$ cat src/rtl/cfc_pkg.sv
// Shared definitions for the cfc_unit MAC bank: sizes, opcodes, FSM states
// and the accumulator-to-byte clamp used when packing results.
package cfc_pkg;

    localparam int N_MAC  = 4;
    localparam int DATA_W = 8;
    localparam int ACC_W  = 20;
    localparam int IDX_W  = $clog2(N_MAC);

    localparam logic [1:0] OP_NOP   = 2'd0;
    localparam logic [1:0] OP_CLEAR = 2'd1;
    localparam logic [1:0] OP_MAC   = 2'd2;
    localparam logic [1:0] OP_GET   = 2'd3;

    typedef enum logic [1:0] {
        ST_IDLE = 2'd0,
        ST_EXEC = 2'd1,
        ST_DONE = 2'd2
    } state_e;

    // Negative -> 0, anything above 255 -> 255, otherwise the low byte.
    // The sign bit and the bits above the byte decide this, so no wide compare is needed.
    function automatic logic [DATA_W-1:0] clamp_byte(input logic signed [ACC_W-1:0] acc);
        logic [DATA_W-1:0] res;
        if (acc[ACC_W-1]) begin
            res = '0;
        end else if (|acc[ACC_W-2:DATA_W]) begin
            res = '1;
        end else begin
            res = acc[DATA_W-1:0];
        end
        return res;
    endfunction

endpackage

$ cat src/rtl/cfc_mac.sv
// One signed accumulator: acc += unsigned pixel * signed coefficient.
// The sum wraps modulo 2^ACC_W; clear has priority over enable.
module cfc_mac
    import cfc_pkg::*;
(
    input  logic                     clock,
    input  logic                     reset_n,
    input  logic                     clear_i,
    input  logic                     enable_i,
    input  logic [DATA_W-1:0]        value_a_i,
    input  logic [DATA_W-1:0]        value_b_i,
    output logic signed [ACC_W-1:0]  acc_o
);

    localparam int PROD_W = 2 * DATA_W + 1;

    logic signed [PROD_W-1:0] a_ext;
    logic signed [PROD_W-1:0] b_ext;
    logic signed [PROD_W-1:0] prod;
    logic signed [ACC_W-1:0]  prod_ext;
    logic signed [ACC_W-1:0]  acc_q;
    logic signed [ACC_W-1:0]  acc_d;

    // Operands widened to the product width so the multiply is exact and signed.
    assign a_ext    = {{DATA_W{1'b0}}, 1'b0, value_a_i};
    assign b_ext    = {{(DATA_W + 1){value_b_i[DATA_W-1]}}, value_b_i};
    assign prod     = a_ext * b_ext;
    assign prod_ext = {{(ACC_W - PROD_W){prod[PROD_W-1]}}, prod};

    // Next accumulator value.
    always_comb begin
        acc_d = acc_q;
        if (clear_i) begin
            acc_d = '0;
        end else if (enable_i) begin
            acc_d = acc_q + prod_ext;
        end
    end

    // Accumulator register.
    always_ff @(posedge clock or negedge reset_n) begin
        if (!reset_n) begin
            acc_q <= '0;
        end else begin
            acc_q <= acc_d;
        end
    end

    assign acc_o = acc_q;

endmodule

$ cat src/rtl/cfc_unit.sv
// Four-channel MAC bank behind a 2-bit opcode interface.
//   state   | meaning
//   IDLE    | waiting for first command after reset
//   EXEC    | performing the latched command (one cycle, inputs ignored)
//   DONE    | command finished, done=1 until the next command is accepted
module cfc_unit
    import cfc_pkg::*;
(
    input  logic                      clock,
    input  logic                      reset_n,
    input  logic [1:0]                op_code,
    input  logic [IDX_W-1:0]          index,
    input  logic [DATA_W-1:0]         value_a,
    input  logic [DATA_W-1:0]         value_b,
    output logic [N_MAC*DATA_W-1:0]   data_out,
    output logic                      done
);

    state_e                    state_q, state_d;
    logic [1:0]                op_q;
    logic [IDX_W-1:0]          idx_q;
    logic [DATA_W-1:0]         a_q;
    logic [DATA_W-1:0]         b_q;
    logic [N_MAC*DATA_W-1:0]   data_out_q;
    logic [N_MAC*DATA_W-1:0]   packed_w;
    logic                      accept;
    logic                      exec_clear;
    logic                      exec_mac;
    logic                      exec_get;
    logic signed [ACC_W-1:0]   acc [N_MAC];

    // FSM state register.
    always_ff @(posedge clock or negedge reset_n) begin
        if (!reset_n) begin
            state_q <= ST_IDLE;
        end else begin
            state_q <= state_d;
        end
    end

    // FSM next-state logic.
    always_comb begin
        state_d = state_q;
        case (state_q)
            ST_IDLE, ST_DONE: if (op_code != OP_NOP) state_d = ST_EXEC;
            ST_EXEC:          state_d = ST_DONE;
            default:          state_d = ST_IDLE;
        endcase
    end

    // FSM outputs: command acceptance, per-command strobes during EXEC, done flag.
    always_comb begin
        accept     = (state_q != ST_EXEC) && (op_code != OP_NOP);
        exec_clear = (state_q == ST_EXEC) && (op_q == OP_CLEAR);
        exec_mac   = (state_q == ST_EXEC) && (op_q == OP_MAC);
        exec_get   = (state_q == ST_EXEC) && (op_q == OP_GET);
        done       = (state_q == ST_DONE);
    end

    // Command latch, loaded only on the accepting edge.
    always_ff @(posedge clock or negedge reset_n) begin
        if (!reset_n) begin
            op_q  <= OP_NOP;
            idx_q <= '0;
            a_q   <= '0;
            b_q   <= '0;
        end else if (accept) begin
            op_q  <= op_code;
            idx_q <= index;
            a_q   <= value_a;
            b_q   <= value_b;
        end
    end

    for (genvar i = 0; i < N_MAC; i++) begin : g_mac
        cfc_mac u_mac (
            .clock     (clock),
            .reset_n   (reset_n),
            .clear_i   (exec_clear),
            .enable_i  (exec_mac && (idx_q == IDX_W'(i))),
            .value_a_i (a_q),
            .value_b_i (b_q),
            .acc_o     (acc[i])
        );
    end

    // Clamp every channel to a byte and pack channel 0 into the low byte.
    always_comb begin
        packed_w = '0;
        for (int i = 0; i < N_MAC; i++) begin
            packed_w[i*DATA_W +: DATA_W] = clamp_byte(acc[i]);
        end
    end

    // Result register, refreshed only by GET.
    always_ff @(posedge clock or negedge reset_n) begin
        if (!reset_n) begin
            data_out_q <= '0;
        end else if (exec_get) begin
            data_out_q <= packed_w;
        end
    end

    assign data_out = data_out_q;

endmodule

$ cat config.mk
export PLATFORM = sky130hd
export DESIGN_NAME = cfc_unit
export DESIGN_NICKNAME = d
export VERILOG_FILES = /design/src/rtl/cfc_pkg.sv /design/src/rtl/cfc_mac.sv /design/src/rtl/cfc_unit.sv
export SDC_FILE = /design/constraint.sdc
export NUM_CORES = 1
export LEC_CHECK = 0
export BUFFER_PORTS_ARGS = -buffer_cell sky130_fd_sc_hd__buf_4
export CORE_UTILIZATION = 25
export DETAILED_ROUTE_END_ITERATION = 8
export HOLD_SLACK_MARGIN = 0.12
export PLACE_DENSITY_LB_ADDON = 0.05
export SLEW_MARGIN = 0
export SYNTH_ARGS = -nofsm -noshare
export SYNTH_HDL_FRONTEND = slang
export SYNTH_HIERARCHICAL = 1
export SYNTH_SLANG_ARGS = --single-unit
$ cat constraint.sdc
create_clock -name clock -period 16 [get_ports clock]
set_input_delay 1.6 -clock clock [delete_from_list [all_inputs] [get_ports clock]]
set_output_delay 1.6 -clock clock [all_outputs]
set_load 0.05 [all_outputs]
==> results.sh <==
export IMPL_cts_hold_buf=0
export IMPL_critPathMaxFanout=18
export IMPL_gp_congestion=0.7425
export IMPL_tightest_slew_ns=0.9297
export IMPL_yosys_top_cells_area="fa_1 24%, dfrtp_1 19%, ha_1 17%"
export IMPL_core_area_um2=68590
export IMPL_ant_nets=0
export IMPL_slew_limit_headroom_pct=38.02
export IMPL_antenna_found_initial=2
export IMPL_setup_tns_ns=0
export IMPL_grt_pass1_wl_mm=80.76
export IMPL_syn_area_per_cell_um2=9.482
export IMPL_syn_inst=1830
export IMPL_hold_viol=0
export IMPL_netlist_top_cell_by_area="fa_1"
export IMPL_die_area_um2=70460
export IMPL_rsz0062_at_grt="false"
export IMPL_overflow=0
export IMPL_ys_async_sr_fraction_pct=100.0
export IMPL_dieWidth_um=265.5
export IMPL_fillers=7312
export IMPL_yosys_area_top_type_share_pct=23.54
export IMPL_slew_violations=0
export IMPL_setup_viol=0
export IMPL_rr_startpoint="b_q[7]"
export IMPL_r2r_end="g_mac[3].u_mac/acc_o[19]"
export IMPL_drive_gt1_share_pct=8.859
export IMPL_vias=12610
export IMPL_critPathRequiredTime_ns=16.36
export IMPL_dp_hpwl_mm=37.09
export IMPL_root_buffer="clkbuf_16"
export IMPL_cts_sinks=134
export IMPL_clk_path_buf_depth=2
export IMPL_netlist_top_cells_count="283 x inv_1, 240 x ha_1, 204 x fa_1, 198 x nand2_1, 134 x dfrtp_1"
export IMPL_nNetsFinal=2339
export IMPL_syn2layout_area_growth_pct=12.39
export IMPL_rr_worst_depth=15
export IMPL_endpoint_kind="flip-flop"
export IMPL_status="completed"
export IMPL_htree_levels=4
export IMPL_cp_startpoint="b_q[7]"
export IMPL_clock_fmax_ghz=0.1786
export IMPL_ys_types=89
export IMPL_netlist_area_um2=17350
export IMPL_cts_tree="yes"
export IMPL_cts_resized=0
export IMPL_r2r_slack_ns=10.40
export IMPL_post_synth_top_count_cell="inv_1"
export IMPL_grt_pass1_vias=14010
export IMPL_clkTransAtPathRegs_ns=0.07
export IMPL_diodes=0
export IMPL_ys_warn_count=6
export IMPL_fin_crit_ns=5.598
export IMPL_drt_total_wl_mm=49.43
export IMPL_synth_ff_type="dfrtp_1"
export IMPL_postCtsSetupRepairBufs=0
export IMPL_viasPerCell=4.476
export IMPL_grt_max_degree=85
export IMPL_drcViolationCount=0
export IMPL_ys_ff_latch=134
export IMPL_synth_edf_count=0
export IMPL_cts_buffers_inserted=17
export IMPL_yosysSeqAreaShare_pct=19.33
export IMPL_fin_crit_sh_pct=34.99
export IMPL_start_kind="flip-flop"
export IMPL_finClkSkew_ns=0.02097
export IMPL_crit_end="g_mac[3].u_mac/acc_o[19]"
export IMPL_hold_path_class="reg -> reg"
export IMPL_portBuffers=54
export IMPL_row_count=96
export IMPL_start_util_pct=25.30
export IMPL_io_pins=55
export IMPL_wl_per_cell_um=17.55
export IMPL_syn_nets=2296
export IMPL_drv_cap=0
export IMPL_drt_initial_drc_count=551
export IMPL_worstSetupPathType="reg -> reg"
export IMPL_clk_latency_ns=0.49
export IMPL_die_h_um=265.5
export IMPL_drt_pass1_iter_count=4
export IMPL_track_usage_pct=14.94
export IMPL_arrival_ns=5.96
[layout by cell type, fill, tap and decap left out, types with 9 or more instances in the layout]
| cell type | n |
|---|---|
| inv_1 | 283 |
| ha_1 | 240 |
| fa_1 | 204 |
| nand2_1 | 198 |
| dfrtp_1 | 133 |
| nor2_1 | 112 |
| and2_1 | 112 |
| buf_4 | 79 |
| a21oi_1 | 50 |
| o21ai_1 | 40 |
| mux2i_1 | 40 |
| xnor2_1 | 34 |
| nor4_1 | 24 |
| o21ai_0 | 22 |
| a21o_1 | 20 |
| xor2_1 | 18 |
| clkbuf_16 | 17 |
| nand2b_1 | 17 |
| nand3_1 | 14 |
| a211oi_1 | 13 |
| mux2_1 | 11 |
| or3_1 | 10 |
| o21a_1 | 9 |
| nor3_1 | 9 |
[state kept, by name (all words and copies together), names as in the netlist]
register	count
op_q	2
data_out	32
a_q	8
g_mac.u_mac/acc_o	80
b_q	8
state_q	2
idx_q	2
[kinds of logic (layout without fill, tap and decap cells)]
group / Yosys count / count (layout) / share of synthesized area [%]
AOI/OAI and AO/OA: 237 / 237 / 9.439
buffers and inverters: 341 / 396 / 7.752
and+or+nand+nor: 562 / 562 / 16.39
muxes: 60 / 60 / 3.627
DFF: 134 / 134 / 19.33
adders and majority gates: 444 / 444 / 40.84
xor gates and xnor gates: 52 / 52 / 2.625
[layer usage]
metal  track usage [%]  vias to the layer above  share of wire (%)
li1                  -                     6083                  -
met1             19.86                     6395                 48
met2             25.39                       96                 49
met3             1.676                       31                1.6
met4             4.343                        0                1.5
met5                 0                        -                  0
[worst min path at each step]
stage	from	end	slack, ns	depth (start not counted)
after floorplan	g_mac[3].u_mac/acc_o[15]	g_mac[3].u_mac/acc_o[15]	0.47	2
after global placement	data_out[26]	data_out[26]	0.47	2
after detailed placement	data_out[6]	data_out[6]	0.48	2
after CTS	data_out[26]	data_out[26]	0.49	2
after global routing	data_out[28]	data_out[28]	0.51	2
final	data_out[29]	data_out[29]	0.48	2
[worst max-delay path: stages, from the launching register on]
cell	delay (ns)
dfrtp_2	0.68
buf_4	0.40
inv_1	0.18
fa_1	0.56
inv_1	0.05
fa_1	0.47
fa_1	0.57
fa_1	0.43
fa_1	0.44
ha_1	0.37
o211a_1	0.19
a21oi_2	0.09
a211o_1	0.35
a21oi_2	0.15
mux2i_1	0.21
mux2_1	0.33
[area by class of cell]
type,count,area [µm²],area share (%)
inverter,285,1070,5.486
tap,931,1165,5.973
clock buffer,21,470.5,2.412
timing repair buffer,80,604.3,3.099
clock inverter,10,168.9,0.8662
multi-input combinational,1355,12670,64.96
sequential,134,3354,17.20
[stage by stage]
| step | worst slack [ns] | hold WS [ns] | cells | util, % | area (µm²) |
|---|---|---|---|---|---|
| 2_1_floorplan | 10.63 | 0.4675 | 1830 | - | 17350 |
| 3_3_place_gp | 10.40 | 0.4679 | 2785 | 27.50 | 18860 |
| 3_5_place_dp | 10.34 | 0.4777 | 2785 | 27.50 | 18860 |
| 4_1_cts | 10.32 | 0.4931 | 2816 | 28.43 | 19500 |
| 5_1_grt | 10.08 | 0.5109 | 2816 | 28.43 | 19500 |
| 6_report | 10.40 | 0.4810 | 2816 | 28.43 | 19500 |
Power is left out: the tool's default activity adds up to more than one toggle a clock period on the data nets, which glitch-free logic cannot reach.
